<file path="config.mk">
export PLATFORM = sky130hd
export DESIGN_NAME = gpio_bank_wb
export DESIGN_NICKNAME = d
export VERILOG_FILES = /design/src/rtl/gpio_bank_pkg.sv /design/src/rtl/gpio_bank_wb_debounce.sv /design/src/rtl/gpio_bank_wb.sv
export SDC_FILE = /design/constraint.sdc
export NUM_CORES = 1
export LEC_CHECK = 0
export ABC_AREA = 1
export CAP_MARGIN = 20
export CORE_ASPECT_RATIO = 0.7
export CORE_MARGIN = 5
export CORE_UTILIZATION = 25
export CTS_CLUSTER_DIAMETER = 30
export CTS_CLUSTER_SIZE = 8
export DETAILED_ROUTE_END_ITERATION = 7
export SLEW_MARGIN = 20
export SYNTH_ARGS = -nofsm -noshare
export SYNTH_HDL_FRONTEND = slang
export SYNTH_SLANG_ARGS = --single-unit
</file>
<file path="constraint.sdc">
create_clock -name i_clk -period 1.72 [get_ports i_clk]
set_input_delay 0.344 -clock i_clk [delete_from_list [all_inputs] [get_ports i_clk]]
set_output_delay 0.344 -clock i_clk [all_outputs]
set_load 0.1 [all_outputs]
</file>
<file path="src/rtl/gpio_bank_pkg.sv">
// gpio_bank_pkg
// Shared constants for the Wishbone GPIO bank: the register word indices,
// the width of the word address, and a helper that expands Wishbone byte
// selects into a 32-bit bit mask.
// No ports (package).

package gpio_bank_pkg;

    localparam int REG_ADDR_W = 4;

    localparam logic [REG_ADDR_W-1:0] REG_DATA_IN    = 4'd0;
    localparam logic [REG_ADDR_W-1:0] REG_DATA_OUT   = 4'd1;
    localparam logic [REG_ADDR_W-1:0] REG_DIR        = 4'd2;
    localparam logic [REG_ADDR_W-1:0] REG_OPEN_DRAIN = 4'd3;
    localparam logic [REG_ADDR_W-1:0] REG_IRQ_EN     = 4'd4;
    localparam logic [REG_ADDR_W-1:0] REG_IRQ_RISE   = 4'd5;
    localparam logic [REG_ADDR_W-1:0] REG_IRQ_FALL   = 4'd6;
    localparam logic [REG_ADDR_W-1:0] REG_IRQ_STATUS = 4'd7;
    localparam logic [REG_ADDR_W-1:0] REG_DEBOUNCE   = 4'd8;

    // Each byte-enable bit covers eight data bits.
    function automatic logic [31:0] sel_to_mask(input logic [3:0] sel);
        logic [31:0] m;
        m = '0;
        for (int b = 0; b < 4; b++) begin
            m[b*8 +: 8] = {8{sel[b]}};
        end
        return m;
    endfunction

endpackage

</file>
<file path="src/rtl/gpio_bank_wb_debounce.sv">
// gpio_debounce
// One GPIO input pin: a SYNC_STAGES-deep synchroniser, a saturating debounce
// counter and the debounced "stable" flop, plus one-cycle rise/fall pulses.
// Ports:
//   clk_i       clock
//   rst_ni      asynchronous active-low reset
//   pad_i       raw pad value (asynchronous to clk_i)
//   debounce_i  number of extra cycles the synchronised value must persist
//   stable_o    debounced value
//   rise_o      1 for the cycle right after stable_o went 0->1
//   fall_o      1 for the cycle right after stable_o went 1->0

module gpio_debounce #(
    parameter int SYNC_STAGES = 2,
    parameter int DB_WIDTH    = 16
) (
    input  logic                clk_i,
    input  logic                rst_ni,
    input  logic                pad_i,
    input  logic [DB_WIDTH-1:0] debounce_i,
    output logic                stable_o,
    output logic                rise_o,
    output logic                fall_o
);

    logic [SYNC_STAGES-1:0] sync_q, sync_d;
    logic                   stable_q, stable_d;
    logic [DB_WIDTH-1:0]    cnt_q, cnt_d;
    logic                   rise_q, rise_d;
    logic                   fall_q, fall_d;
    logic                   sync_s;

    assign sync_s = sync_q[SYNC_STAGES-1];

    always_comb begin
        sync_d   = {sync_q[SYNC_STAGES-2:0], pad_i};
        stable_d = stable_q;
        cnt_d    = cnt_q;
        rise_d   = 1'b0;
        fall_d   = 1'b0;
        if (sync_s == stable_q) begin
            cnt_d = '0;
        end else if (cnt_q >= debounce_i) begin
            // ">=" rather than "==": if DEBOUNCE is lowered below the
            // running count the pin resolves next cycle instead of wrapping.
            stable_d = sync_s;
            cnt_d    = '0;
            rise_d   = sync_s;
            fall_d   = ~sync_s;
        end else begin
            cnt_d = cnt_q + DB_WIDTH'(1);
        end
    end

    always_ff @(posedge clk_i or negedge rst_ni) begin
        if (!rst_ni) begin
            sync_q   <= '0;
            stable_q <= 1'b0;
            cnt_q    <= '0;
            rise_q   <= 1'b0;
            fall_q   <= 1'b0;
        end else begin
            sync_q   <= sync_d;
            stable_q <= stable_d;
            cnt_q    <= cnt_d;
            rise_q   <= rise_d;
            fall_q   <= fall_d;
        end
    end

    assign stable_o = stable_q;
    assign rise_o   = rise_q;
    assign fall_o   = fall_q;

endmodule

</file>
<file path="src/rtl/gpio_bank_wb.sv">
// gpio_bank_wb
// Wishbone-slave GPIO bank: per-pin direction and open-drain mode, debounced
// inputs, and edge interrupts with write-1-to-clear status. Pad tristate
// buffers live in the chip top level; this block only supplies o/oe and
// consumes i.
// Ports:
//   i_clk, i_rst_n                 clock, asynchronous active-low reset
//   i_wb_adr/dat/sel/we/cyc/stb    Wishbone request (word address)
//   o_wb_rdt, o_wb_ack             Wishbone response
//   i_gpio                         pad input values
//   o_gpio, o_gpio_oe              pad output values / output enables
//   o_irq                          level interrupt

module gpio_bank_wb
    import gpio_bank_pkg::*;
#(
    parameter int               WIDTH       = 8,
    parameter int               SYNC_STAGES = 2,
    parameter int               DB_WIDTH    = 16,
    parameter logic [WIDTH-1:0] RESET_OUT   = '0,
    parameter logic [WIDTH-1:0] RESET_DIR   = '0
) (
    input  logic                  i_clk,
    input  logic                  i_rst_n,
    input  logic [REG_ADDR_W-1:0] i_wb_adr,
    input  logic [31:0]           i_wb_dat,
    input  logic [3:0]            i_wb_sel,
    input  logic                  i_wb_we,
    input  logic                  i_wb_cyc,
    input  logic                  i_wb_stb,
    output logic [31:0]           o_wb_rdt,
    output logic                  o_wb_ack,
    input  logic [WIDTH-1:0]      i_gpio,
    output logic [WIDTH-1:0]      o_gpio,
    output logic [WIDTH-1:0]      o_gpio_oe,
    output logic                  o_irq
);

    // Handshake: a request is cyc & stb while ack is low. It is captured on
    // the next edge, which raises ack for exactly one cycle and loads
    // rdt (read data for reads, 0 for writes). A captured write commits on
    // the following edge, the one on which the master samples ack. Because
    // ack masks the request, back-to-back requests are served every other
    // cycle. Reset clears ack and the captured write at once.

    logic [WIDTH-1:0]    data_out_q, data_out_d;
    logic [WIDTH-1:0]    dir_q, dir_d;
    logic [WIDTH-1:0]    od_q, od_d;
    logic [WIDTH-1:0]    irq_en_q, irq_en_d;
    logic [WIDTH-1:0]    irq_rise_q, irq_rise_d;
    logic [WIDTH-1:0]    irq_fall_q, irq_fall_d;
    logic [WIDTH-1:0]    irq_status_q, irq_status_d;
    logic [DB_WIDTH-1:0] debounce_q, debounce_d;

    logic                  ack_q, ack_d;
    logic [31:0]           rdt_q, rdt_d;
    logic                  irq_q, irq_d;
    logic                  wr_pend_q, wr_pend_d;
    logic [REG_ADDR_W-1:0] wr_adr_q, wr_adr_d;
    logic [31:0]           wr_dat_q, wr_dat_d;
    logic [3:0]            wr_sel_q, wr_sel_d;

    logic                req;
    logic [31:0]         rd_data;
    logic [31:0]         wmask;
    logic [WIDTH-1:0]    wm_w, wd_w, w1c, edge_set;
    logic [DB_WIDTH-1:0] wm_db, wd_db;
    logic [WIDTH-1:0]    data_in, rise_w, fall_w;
    logic                unused_bits;

    assign req   = i_wb_cyc & i_wb_stb & ~ack_q;
    assign wmask = sel_to_mask(wr_sel_q);
    assign wm_w  = wmask[WIDTH-1:0];
    assign wd_w  = wr_dat_q[WIDTH-1:0];
    assign wm_db = wmask[DB_WIDTH-1:0];
    assign wd_db = wr_dat_q[DB_WIDTH-1:0];
    // Bits above WIDTH/DB_WIDTH have no register behind them.
    assign unused_bits = ^{wmask, wr_dat_q};

    function automatic logic [WIDTH-1:0] wmerge(input logic [WIDTH-1:0] old,
                                                input logic [WIDTH-1:0] dat,
                                                input logic [WIDTH-1:0] msk);
        return (old & ~msk) | (dat & msk);
    endfunction

    for (genvar g = 0; g < WIDTH; g++) begin : g_pin
        gpio_debounce #(
            .SYNC_STAGES (SYNC_STAGES),
            .DB_WIDTH    (DB_WIDTH)
        ) u_db (
            .clk_i      (i_clk),
            .rst_ni     (i_rst_n),
            .pad_i      (i_gpio[g]),
            .debounce_i (debounce_q),
            .stable_o   (data_in[g]),
            .rise_o     (rise_w[g]),
            .fall_o     (fall_w[g])
        );
    end

    always_comb begin
        rd_data = '0;
        case (i_wb_adr)
            REG_DATA_IN:    rd_data = 32'(data_in);
            REG_DATA_OUT:   rd_data = 32'(data_out_q);
            REG_DIR:        rd_data = 32'(dir_q);
            REG_OPEN_DRAIN: rd_data = 32'(od_q);
            REG_IRQ_EN:     rd_data = 32'(irq_en_q);
            REG_IRQ_RISE:   rd_data = 32'(irq_rise_q);
            REG_IRQ_FALL:   rd_data = 32'(irq_fall_q);
            REG_IRQ_STATUS: rd_data = 32'(irq_status_q);
            REG_DEBOUNCE:   rd_data = 32'(debounce_q);
            default:        rd_data = '0;
        endcase
    end

    always_comb begin
        ack_d     = req;
        wr_pend_d = req & i_wb_we;
        rdt_d     = (req & ~i_wb_we) ? rd_data : 32'h0;
        wr_adr_d  = req ? i_wb_adr : wr_adr_q;
        wr_dat_d  = req ? i_wb_dat : wr_dat_q;
        wr_sel_d  = req ? i_wb_sel : wr_sel_q;

        data_out_d = data_out_q;
        dir_d      = dir_q;
        od_d       = od_q;
        irq_en_d   = irq_en_q;
        irq_rise_d = irq_rise_q;
        irq_fall_d = irq_fall_q;
        debounce_d = debounce_q;
        w1c        = '0;
        if (wr_pend_q) begin
            case (wr_adr_q)
                REG_DATA_OUT:   data_out_d = wmerge(data_out_q, wd_w, wm_w);
                REG_DIR:        dir_d      = wmerge(dir_q, wd_w, wm_w);
                REG_OPEN_DRAIN: od_d       = wmerge(od_q, wd_w, wm_w);
                REG_IRQ_EN:     irq_en_d   = wmerge(irq_en_q, wd_w, wm_w);
                REG_IRQ_RISE:   irq_rise_d = wmerge(irq_rise_q, wd_w, wm_w);
                REG_IRQ_FALL:   irq_fall_d = wmerge(irq_fall_q, wd_w, wm_w);
                REG_IRQ_STATUS: w1c        = wd_w & wm_w;
                REG_DEBOUNCE:   debounce_d = (debounce_q & ~wm_db) | (wd_db & wm_db);
                default:        w1c        = '0;
            endcase
        end

        // Set is applied after the clear so a new edge is never lost to a
        // concurrent W1C of the same bit.
        edge_set     = (rise_w & irq_rise_q) | (fall_w & irq_fall_q);
        irq_status_d = (irq_status_q & ~w1c) | edge_set;
        irq_d        = |(irq_status_q & irq_en_q);
    end

    always_ff @(posedge i_clk or negedge i_rst_n) begin
        if (!i_rst_n) begin
            data_out_q   <= RESET_OUT;
            dir_q        <= RESET_DIR;
            od_q         <= '0;
            irq_en_q     <= '0;
            irq_rise_q   <= '0;
            irq_fall_q   <= '0;
            irq_status_q <= '0;
            debounce_q   <= '0;
            ack_q        <= 1'b0;
            rdt_q        <= '0;
            irq_q        <= 1'b0;
            wr_pend_q    <= 1'b0;
            wr_adr_q     <= '0;
            wr_dat_q     <= '0;
            wr_sel_q     <= '0;
        end else begin
            data_out_q   <= data_out_d;
            dir_q        <= dir_d;
            od_q         <= od_d;
            irq_en_q     <= irq_en_d;
            irq_rise_q   <= irq_rise_d;
            irq_fall_q   <= irq_fall_d;
            irq_status_q <= irq_status_d;
            debounce_q   <= debounce_d;
            ack_q        <= ack_d;
            rdt_q        <= rdt_d;
            irq_q        <= irq_d;
            wr_pend_q    <= wr_pend_d;
            wr_adr_q     <= wr_adr_d;
            wr_dat_q     <= wr_dat_d;
            wr_sel_q     <= wr_sel_d;
        end
    end

    // Open-drain pins never drive high: they pull low only while DATA_OUT=0.
    // Input pins (DIR=0) never drive at all.
    assign o_gpio    = data_out_q & ~od_q;
    assign o_gpio_oe = dir_q & ~(od_q & data_out_q);

    assign o_wb_ack = ack_q;
    assign o_wb_rdt = rdt_q;
    assign o_irq    = irq_q;

endmodule
</file>
==> results by group, run 1 <==
Clock network
  • Clock edge transition at the registers on the reported setup and hold paths: 0.05 ns
  • CTS buffer count: 51
  • Clk Latency, worst-skew pair: 0.56 ns
  • Clock buffer depth: 3
  • Clock Tree Root: clkbuf_16
  • Clock sink total: 281
  • H-tree lvl count: 2
  • CTS tree: built

Route
  • Drt initial violations: 818
  • Vias per cell: 4.356
  • DRC viols: 0
  • Total Wirelength: 45460 um
  • DR vias: 13476
  • First drt pass iteration count: 5
  • Avg WL per Cell: 14.69 um
  • Post-route ant nets: 0

Power and ir drop
  • Clock share of power: 33.9%
  • Logic pwr share: 37.5%
  • PD cells: 1239 mW/mm2
  • Static leakage: 10.42 nW
  • Sequential Power Share: 28.6%
  • Worst IR Drop VDD: 0.0008472 V
  • Net Switching: 10.17 mW
  • P_int: 18.06 mW
  • Sw Share: 36.03%
  • Total power draw: 28.24 mW

Synth
  • Post-synthesis sequential area ratio: 44.81%
  • Gate Count Post-Synth: 1919
  • Register bit count reported by yosys: 281
  • Syn_area_per_cell: 8.178 um2
  • Distinct cells, synth: 36
  • Yosys warnings: 0
  • Synth area leaders: dfrtp_1 (45%), nand2_1 (12%), ha_1 (11%)
  • Synth Cell Area: 0.01569 mm2
  • Largest area contributor in the netlist: dfrtp_1
  • Share of the synthesized area in the top cell type: 44.81%

Global route
  • Overflow after GRT: 0
  • GRT Resource Usage Total: 13.11%
  • Largest net degree at the start of global routing: 55
  • Initial antenna violation count: 2
  • Vias in the first global route: 13070
  • First-pass GRT wire length: 71330 um

Floorplan
  • Initial core utilization: 25.39%
  • Die area: 0.06797 mm2
  • Cell Rows: 76
  • Core Area: 0.06181 mm2
  • Die H: 219.6 um
  • Die width: 309.5 um
  • I/O pins: 103

STA
  • Final setup viols: 160
  • Post-route minimum period: 1.908 ns
  • Pins Over Slew Limit: 0
  • Final Hold Fails: 0
  • Setup TNS: -19.79 ns
  • Worst-Margin Slew: 0.5364 ns
  • Top achievable clock speed: 524.0 MHz
  • Period utilization: 111.0%
  • Unrepaired setup endpoints after global routing: yes
  • Clock Skews: 0.01767 ns
  • Rel. slew slack: 64.16%
  • PnR worst setup slack: -0.1883 ns

Critical path
  • Crit path arrival time: 2.35 ns
  • Worst path max stage delay: 0.35 ns
  • CP Capture Type: register
  • CP Launch Type: register
  • CP Class: reg2reg
  • WP data required: 2.16 ns
  • CP max-delay cell: dfrtp_1
  • Worst reg2reg setup slack: -0.19 ns
  • Crit path cell chain: inv_2 -> buf_12 -> buf_8 -> ha_4 -> nand2_4 -> nor4_4 -> buf_4 -> nand2_4 -> nand3_4 -> buf_12 -> nor2_2
  • CP Max Fanout: 8

Final layout
  • Ant diodes: 0
  • Share of layout cells above drive strength 1: 27.25%
  • Nets: 2430
  • Area grow syn2layout: 45.20%

Placed design
  • Post-DP HPWL: 31670 um
  • RePlAce Congestion: 0.8433
  • Number of port buffers: 68

Run
  • Max cap viols: 0

Min path
  • Hold Path Class: in2reg

Run status
  • Status: finished with violations
  • Failing checks: negative setup slack
[synth_stat cells]
| library cell | n |
|---|---|
| o21ai_0 | 123 |
| inv_2 | 4 |
| conb_1 | 1 |
| nor3_1 | 26 |
| clkbuf_1 | 6 |
| and3_1 | 1 |
| nor3_4 | 2 |
| nor2_2 | 1 |
| nor4_1 | 7 |
| nand4_1 | 15 |
| nand2_2 | 2 |
| nand2_1 | 490 |
| buf_6 | 6 |
| buf_4 | 17 |
| and2_1 | 7 |
| nand3b_1 | 9 |
| nor2_1 | 273 |
| o21ai_1 | 6 |
| a21oi_1 | 77 |
| buf_2 | 7 |
| or2_2 | 7 |
| nor2_4 | 5 |
| nand3_1 | 92 |
| xnor2_1 | 17 |
| inv_1 | 199 |
| xor2_1 | 76 |
| a21oi_2 | 8 |
| a22o_1 | 1 |
| buf_1 | 1 |
| o31ai_1 | 2 |
| nand3_2 | 9 |
| ha_1 | 136 |
| nor4_2 | 1 |
| o21bai_1 | 2 |
| dfrtp_1 | 281 |
| nor3_2 | 2 |
[final timing paths]
check,startpoint,end,cells past startpoint
min in group asynchronous,i_rst_n,g_pin[7].u_db.cnt_q[6],2
hold / removal,i_gpio[5],g_pin[5].u_db.sync_q[0],1
setup / recovery,register,g_pin[0].u_db.cnt_q[2],11
hold reg to reg,g_pin[0].u_db.sync_q[0],g_pin[0].u_db.sync_q[1],0
setup reg to reg,register,g_pin[0].u_db.cnt_q[2],11
max in group asynchronous,i_rst_n,g_pin[5].u_db.cnt_q[4],3
[critical path: cells and delay by family (launching register included)]
kind                     cells  cell delay [ns]
buffers and inverters        5             0.64
AND/OR/NAND/NOR              5             0.51
flip-flops                   1             0.35
adder cells (fa/ha/maj)      1             0.27
[layout by cell type, fill, tap and decap left out, drive strengths merged, types with 15 or more instances in the layout]
cell type / n
clkbuf: 73
dfrtp: 281
nand4: 15
clkdlybuf4s50: 33
xor2: 76
o21ai: 129
nand2: 492
nor3: 30
nand3: 101
conb: 16
ha: 136
buf: 253
a21oi: 85
inv: 206
xnor2: 17
nor2: 279
[cell type report]
cell class,count,area (um2)
fillers,6131,39020
clock buffers,69,1454
well taps,819,1025
flip-flops and latches,281,7036
inverters,203,772.0
clock inverters,18,165.2
repair buffers,291,3256
multi-input cells,1413,9081
[per-layer routing]
layer / vias up / wire length [um] / GRT usage [%] / share of wire, %
li1: 6790 / - / - / -
met1: 6395 / 22630 / 19.32 / 50
met2: 245 / 19800 / 19.62 / 44
met3: 46 / 2477 / 3.238 / 5.4
met4: 0 / 556 / 2.473 / 1.2
met5: - / 0 / 0 / 0
[power groups by stage]
stage	Combinational, mW	Clock (mW)	Sequential (mW)
6_report	10.6	9.56	8.08
5_1_grt	11.5	10.1	8.16
4_1_cts	8.95	9.76	8.05
3_5_place_dp	7.86	0	8.11
3_3_place_gp	7.78	0	8.10
2_1_floorplan	4.57	0	7.98
[metrics by stage]
stage,setup slack (ns),hold WS (ns),utilization (%),instances,instance area [um2]
floorplan,0.0009377,0.04841,-,1934,15800
global placement,-0.2792,0.2470,31.45,2984,19440
detailed placement,-0.3037,0.2500,31.45,2984,19440
CTS,-0.1755,0.1960,35.38,3085,21870
global route,-0.2723,0.2019,36.87,3094,22790
finish,-0.1883,0.2227,36.87,3094,22790
[timing repair]
item	CTS	global route
hold buffers	1	0
pin swaps	22	36
buffers inserted	11	5
cloned	2	4
gates resized for setup	113	189
hold endpoints to repair	62	0
endpoints found under the setup margin	168	175
[logic make-up (layout without fill, tap and decap cells)]
| family | Yosys count | after routing | synth area share, % |
|---|---|---|---|
| adders and majority gates | 136 | 136 | 10.84 |
| xor gates and xnor gates | 93 | 93 | 5.190 |
| other | 1 | 16 | 0.02389 |
| AOI/OAI and AO/OA | 219 | 219 | 7.263 |
| DFF | 281 | 281 | 44.81 |
| buffers and inverters | 240 | 581 | 6.490 |
| and+or+nand+nor | 949 | 949 | 25.38 |
No activity file was read; power rests on OpenSTA's default activity.
==> inputs of run 2 (changes only) <==
clock period = 2.4 ns   (was 1.72 ns; I/O delays follow)
==> results by group, run 2 (same netlist as run 1, synthesis figures left out) <==
Run status
  • Status: finished clean (was finished with violations)

Route
  • Total Wirelength: 40230 um (was 45460 um)
  • DR vias: 12585 (was 13476)
  • Vias per cell: 4.341 (was 4.356)
  • Avg WL per Cell: 13.88 um (was 14.69 um)
  • First drt pass iteration count: 5 (unchanged)
  • Post-route ant nets: 0 (unchanged)
  • DRC viols: 0 (unchanged)
  • Drt initial violations: 1016 (was 818)

Placed design
  • RePlAce Congestion: 0.8253 (was 0.8433)
  • Post-DP HPWL: 29120 um (was 31670 um)
  • DP Area: 0.01754 mm2 (was 0.01944 mm2)
  • Number of port buffers: 68 (unchanged)
  • Placed cell count: 2818 (was 2984)

STA
  • Clock Skews: 0.01661 ns (was 0.01767 ns)
  • Post-route minimum period: 2.179 ns (was 1.908 ns)
  • Rel. slew slack: 57.14% (was 64.16%)
  • Worst-Margin Slew: 0.6411 ns (was 0.5364 ns)
  • Period utilization: 90.81% (was 111.0%)
  • Pins Over Slew Limit: 0 (unchanged)
  • Unrepaired setup endpoints after global routing: no (was yes)
  • Top achievable clock speed: 458.8 MHz (was 524.0 MHz)
  • Final Hold Fails: 0 (unchanged)
  • Final setup viols: 0 (was 160)
  • Setup TNS: 0 ns (was -19.79 ns)

Power and ir drop
  • PD cells: 897.6 mW/mm2 (was 1239 mW/mm2)
  • Sw Share: 34.32% (was 36.03%)
  • P_int: 11.30 mW (was 18.06 mW)
  • Logic pwr share: 26.8% (was 37.5%)
  • Sequential Power Share: 33.4% (was 28.6%)
  • Static leakage: 9.139 nW (was 10.42 nW)
  • Total power draw: 17.21 mW (was 28.24 mW)
  • Worst IR Drop VDD: 0.0004993 V (was 0.0008472 V)
  • Net Switching: 5.907 mW (was 10.17 mW)
  • Clock share of power: 39.9% (was 33.9%)

Global route
  • First-pass GRT wire length: 64830 um (was 71330 um)
  • Overflow after GRT: 0 (unchanged)
  • GRT Resource Usage Total: 11.89% (was 13.11%)
  • Vias in the first global route: 11744 (was 13070)
  • Initial antenna violation count: 0 (was 2)
  • Largest net degree at the start of global routing: 59 (was 55)

Floorplan
  • Die area: 0.06797 mm2 (unchanged)
  • Initial core utilization: 25.39% (unchanged)
  • Die H: 219.6 um (unchanged)
  • Core Area: 0.06181 mm2 (unchanged)
  • Cell Rows: 76 (unchanged)
  • Die width: 309.5 um (unchanged)
  • I/O pins: 103 (unchanged)

Final layout
  • Nets: 2241 (was 2430)
  • Fin cells: 2899 (was 3094)
  • Share of layout cells above drive strength 1: 9.135% (was 27.25%)
  • Most frequent cells in the layout: nand2_1 (490), dfrtp_1 (280), nor2_1 (272), inv_1 (199), ha_1 (136) (was nand2_1 (455), dfrtp_1 (278), inv_1 (183), nor2_1 (171), buf_4 (170))
  • Fin area: 0.01917 mm2 (was 0.02279 mm2)
  • Area grow syn2layout: 22.17% (was 45.20%)
  • Seq. cell area: 0.007033 mm2 (was 0.007036 mm2)
  • Fill cells: 6603 (was 6131)
  • Multi-input logic area: 0.007702 mm2 (was 0.009081 mm2)
  • Ant diodes: 0 (unchanged)
  • Most common cell after layout, fill and taps aside: nand2_1 (unchanged)

Critical path
  • CP Launch Type: register (unchanged)
  • CP Max Fanout: 16 (was 8)
  • WP data required: 2.82 ns (was 2.16 ns)
  • CP Class: reg2reg (unchanged)
  • Crit path arrival time: 2.60 ns (was 2.35 ns)
  • CP Capture Type: register (unchanged)
  • Worst R2R Path Depth: 8 (was 11)

Min path
  • Worst Hold Depth: 0 (was 1)
  • Hold Path Class: reg2reg (was in2reg)

Run
  • Max cap viols: 0 (unchanged)

Clock network
  • Clock Tree Root: clkbuf_16 (unchanged)
  • H-tree lvl count: 2 (unchanged)
  • CTS buffer count: 50 (was 51)
  • CTS tree: built (unchanged)
  • Clk Latency, worst-skew pair: 0.56 ns (about the same)
  • Clock sink total: 281 (unchanged)
  • Clock edge transition at the registers on the reported setup and hold paths: 0.05 ns (about the same)
  • Clock buffer depth: 3 (unchanged)
-- run 2: per-stage QoR --
step / util [%] / setup WS, ns / hold WS, ns
floorplan: - / 0.03989 / 0.1844
global placement: 28.38 / 0.1624 / 0.3328
detailed placement: 28.38 / 0.1108 / 0.3356
CTS: 31.02 / 0.1026 / 0.3378
global route: 31.02 / 0.008469 / 0.3473
finish: 31.02 / 0.2205 / 0.3390
-- run 2: final cells by class --
| class | instances | area share [%] |
|---|---|---|
| flip-flops and latches | 281 | 36.68 |
| inverters | 203 | 3.974 |
| repair buffers | 103 | 5.364 |
| clock inverters | 16 | 0.8614 |
| clock buffers | 64 | 7.602 |
| well taps | 819 | 5.345 |
| multi-input cells | 1413 | 40.17 |
-- run 2: metal layers --
metal	part of all wire [%]	up-vias	GRT usage, %
met4	1.4	0	2.248
li1	-	6404	-
met3	6.2	51	2.469
met5	0	-	0
met2	40	259	16.99
met1	52	5871	18.48
-- run 2: critical path: stages, from the launching register on --
cell and delay (ns):
dfrtp_1 0.33, inv_1 0.04, buf_4 0.21, ha_1 0.31, nand2_1 0.07, nor4_1 0.52, nand2_1 0.17, nand3_2 0.30
nor2_1 0.09
-- run 2: path summary, 6_finish.rpt --
kind                                            to                    start  slack [ns]
min in group asynchronous   g_pin[2].u_db.cnt_q[2]                  i_rst_n        0.46
hold reg to reg            g_pin[1].u_db.sync_q[1]  g_pin[1].u_db.sync_q[0]        0.34
setup / recovery           g_pin[0].u_db.cnt_q[15]                 register        0.22
setup reg to reg           g_pin[0].u_db.cnt_q[15]                 register        0.22
hold / removal             g_pin[1].u_db.sync_q[1]  g_pin[1].u_db.sync_q[0]        0.34
max in group asynchronous  g_pin[7].u_db.cnt_q[14]                  i_rst_n        1.23
-- run 2: repair_timing --
item,CTS,global route
setup buffers,0,0
endpoints found under the hold margin,46,0
gates resized for setup,0,1
setup endpoints to repair,0,67
hold buffers,1,0
-- run 2: power groups by stage --
stage	Sequential [mW]	Clock (mW)	Combinational, mW
2_1_floorplan	5.71	0	3.25
3_3_place_gp	5.81	0	4.55
3_5_place_dp	5.80	0	4.61
4_1_cts	5.74	7.03	4.64
5_1_grt	5.81	7.28	5.24
6_report	5.75	6.86	4.60
==> inputs of run 3 (changes only) <==
--- a/config.mk
+++ b/config.mk
@@ -19 +19,2 @@
 export SYNTH_SLANG_ARGS = --single-unit
+export TNS_END_PERCENT = 1
--- a/constraint.sdc
+++ b/constraint.sdc
@@ -3,2 +3,2 @@
 set_output_delay 0.48 -clock i_clk [all_outputs]
-set_load 0.1 [all_outputs]
+set_load 0.005 [all_outputs]
==> results by group, run 3 (same netlist as run 1, synthesis figures left out) <==
Run status
  • Status: finished clean (unchanged)

Placed design
  • Number of port buffers: 68 (unchanged)
  • Post-DP HPWL: 28980 um (was 29120 um)
  • RePlAce Congestion: 0.8414 (was 0.8253)

Route
  • Total Wirelength: 40040 um (was 40230 um)
  • Avg WL per Cell: 13.82 um (was 13.88 um)
  • Post-route ant nets: 0 (unchanged)
  • Drt initial violations: 960 (was 1016)
  • DRC viols: 0 (unchanged)
  • First drt pass iteration count: 5 (unchanged)
  • Vias per cell: 4.312 (was 4.341)
  • DR vias: 12492 (was 12585)

Clock network
  • Postcts setup bufs: 0 (unchanged)
  • CTS tree: built (unchanged)
  • H-tree lvl count: 2 (unchanged)
  • CTS buffer count: 49 (was 50)
  • Clock Tree Root: clkbuf_16 (unchanged)
  • Clock edge transition at the registers on the reported setup and hold paths: 0.05 ns (about the same)
  • Clock buffer depth: 3 (unchanged)
  • Clk Latency, worst-skew pair: 0.56 ns (about the same)
  • Clock sink total: 281 (unchanged)

STA
  • Period utilization: 90.31% (was 90.81%)
  • Unrepaired setup endpoints after global routing: no (unchanged)
  • Setup TNS: 0 ns (unchanged)
  • Post-route minimum period: 2.167 ns (was 2.179 ns)
  • Worst-Margin Slew: 0.6861 ns (was 0.6411 ns)
  • Rel. slew slack: 54.13% (was 57.14%)
  • Pins Over Slew Limit: 0 (unchanged)
  • Top achievable clock speed: 461.4 MHz (was 458.8 MHz)
  • Final setup viols: 0 (unchanged)
  • Final Hold Fails: 0 (unchanged)
  • Clock Skews: 0.02801 ns (was 0.01661 ns)

Min path
  • Hold Path Class: reg2reg (unchanged)

Global route
  • Largest net degree at the start of global routing: 92 (was 59)
  • Vias in the first global route: 11752 (was 11744)
  • Initial antenna violation count: 1 (was 0)
  • Overflow after GRT: 0 (unchanged)
  • First-pass GRT wire length: 64560 um (was 64830 um)
  • GRT Resource Usage Total: 11.88% (was 11.89%)

Power and ir drop
  • Static leakage: 9.058 nW (was 9.139 nW)
  • Logic pwr share: 24.6% (was 26.8%)
  • Clock share of power: 41.0% (was 39.9%)
  • Net Switching: 5.386 mW (was 5.907 mW)
  • Sw Share: 32.27% (was 34.32%)
  • P_int: 11.31 mW (was 11.30 mW)
  • Worst IR Drop VDD: 0.0005675 V (was 0.0004993 V)
  • Sequential Power Share: 34.4% (was 33.4%)
  • PD cells: 868.5 mW/mm2 (was 897.6 mW/mm2)

Floorplan
  • I/O pins: 103 (unchanged)
  • Die area: 0.06797 mm2 (unchanged)
  • Core Area: 0.06181 mm2 (unchanged)
  • Die width: 309.5 um (unchanged)
  • Initial core utilization: 25.39% (unchanged)
  • Cell Rows: 76 (unchanged)
  • Die H: 219.6 um (unchanged)

Critical path
  • CP max-delay cell: clkdlybuf4s50_1 (was nor4_1)
  • Critical path's top delay family: buffers and inverters (was simple AND/OR/NAND/NOR gates)
  • Crit path arrival time: 1.69 ns (was 2.60 ns)
  • CP Class: reg2out (was reg2reg)
  • CP Max Fanout: 4 (was 16)
  • Buf/Inv on CP: 1 (was 2)
  • CP Launch Type: register (unchanged)
  • CP Capture Type: output port (was register)
  • Crit path cell chain: a21oi_1 -> clkdlybuf4s50_1 (was inv_1 -> buf_4 -> ha_1 -> nand2_1 -> nor4_1 -> nand2_1 -> nand3_2 -> nor2_1)
  • WP data required: 1.92 ns (was 2.82 ns)
  • Worst path max stage delay: 0.52 ns (about the same)

Final layout
  • Ant diodes: 0 (unchanged)
  • Most frequent cells in the layout: nand2_1 (490), dfrtp_1 (280), nor2_1 (272), inv_1 (199), ha_1 (136) (unchanged)
  • Most common cell after layout, fill and taps aside: nand2_1 (unchanged)
  • Area grow syn2layout: 22.47% (was 22.17%)
  • Fin util: 31.10% (was 31.02%)
  • Nets: 2240 (was 2241)
  • Share of layout cells above drive strength 1: 7.267% (was 9.135%)

Run
  • Max cap viols: 0 (unchanged)
run 3: cell types whose count changed in the layout (fill, tap and decap cells not counted):
cell,before,now
inv_6,0,1
clkinv_2,9,5
buf_4,55,22
clkbuf_1,2,5
clkinvlp_4,4,1
clkdlybuf4s50_1,33,67
bufinv_16,3,4
clkbuf_16,53,51
clkinv_4,0,2
buf_12,13,12
run 3: path summary, 6_finish.rpt:
| path | start | endpoint | slack (ns) | depth (start not counted) |
|---|---|---|---|---|
| min reg2reg | g_pin[5].u_db.sync_q[0] | g_pin[5].u_db.sync_q[1] | 0.34 | 0 |
| max | register | o_gpio_oe[4] | 0.23 | 2 |
| max in group asynchronous | i_rst_n | asynchronous set/reset pin | 1.23 | 3 |
| min in group asynchronous | i_rst_n | g_pin[6].u_db.stable_o | 0.35 | 2 |
| max reg2reg | register | g_pin[3].u_db.cnt_q[6] | 0.24 | 8 |
| min | g_pin[5].u_db.sync_q[0] | g_pin[5].u_db.sync_q[1] | 0.34 | 0 |
run 3: timing repair:
item                                    in CTS  in global routing
endpoints found under the setup margin       0                 80
hold buffers                                 1                  0
hold endpoints to repair                    13                  0
gates resized for setup                      0                  1
run 3: final cells by class:
class                      count  area, um2
timing repair buffer         103       1101
inverter                     203      762.0
sequential                   281       7033
multi-input combinational   1413       7702
clock buffer                  65       1419
tap                          819       1025
fill                        6536      42590
clock inverter                13      178.9
run 3: routing by layer:
| layer | up-vias | share of wire [%] | routed length (um) | GRT usage (%) |
|---|---|---|---|---|
| met5 | - | 0 | 0 | 0 |
| met4 | 0 | 1.6 | 633 | 2.533 |
| met3 | 55 | 5.4 | 2178 | 2.517 |
| met2 | 251 | 40 | 16000 | 16.91 |
| met1 | 5788 | 53 | 21230 | 18.35 |
| li1 | 6398 | - | - | - |
run 3: power groups by stage:
stage | Clock [mW] | Sequential [mW] | Combinational, mW
floorplan | 0 | 5.65 | 2.83
global placement | 0 | 5.80 | 4.08
detailed placement | 0 | 5.80 | 4.14
CTS | 6.99 | 5.74 | 4.16
global route | 7.24 | 5.82 | 4.75
finish | 6.84 | 5.74 | 4.11
run 3: stage by stage:
stage	hold slack, ns	power, mW	instances	worst slack [ns]	cell area, um2
after CTS	0.3240	16.88	2897	0.05648	19220
after detailed placement	0.3352	9.941	2818	0.07884	17610
after global placement	0.3332	9.883	2818	0.1460	17610
after global routing	0.3254	17.81	2897	0.01262	19220
final	0.3414	16.69	2897	0.2326	19220
after floorplan	0.1844	8.481	1934	0.6497	15750
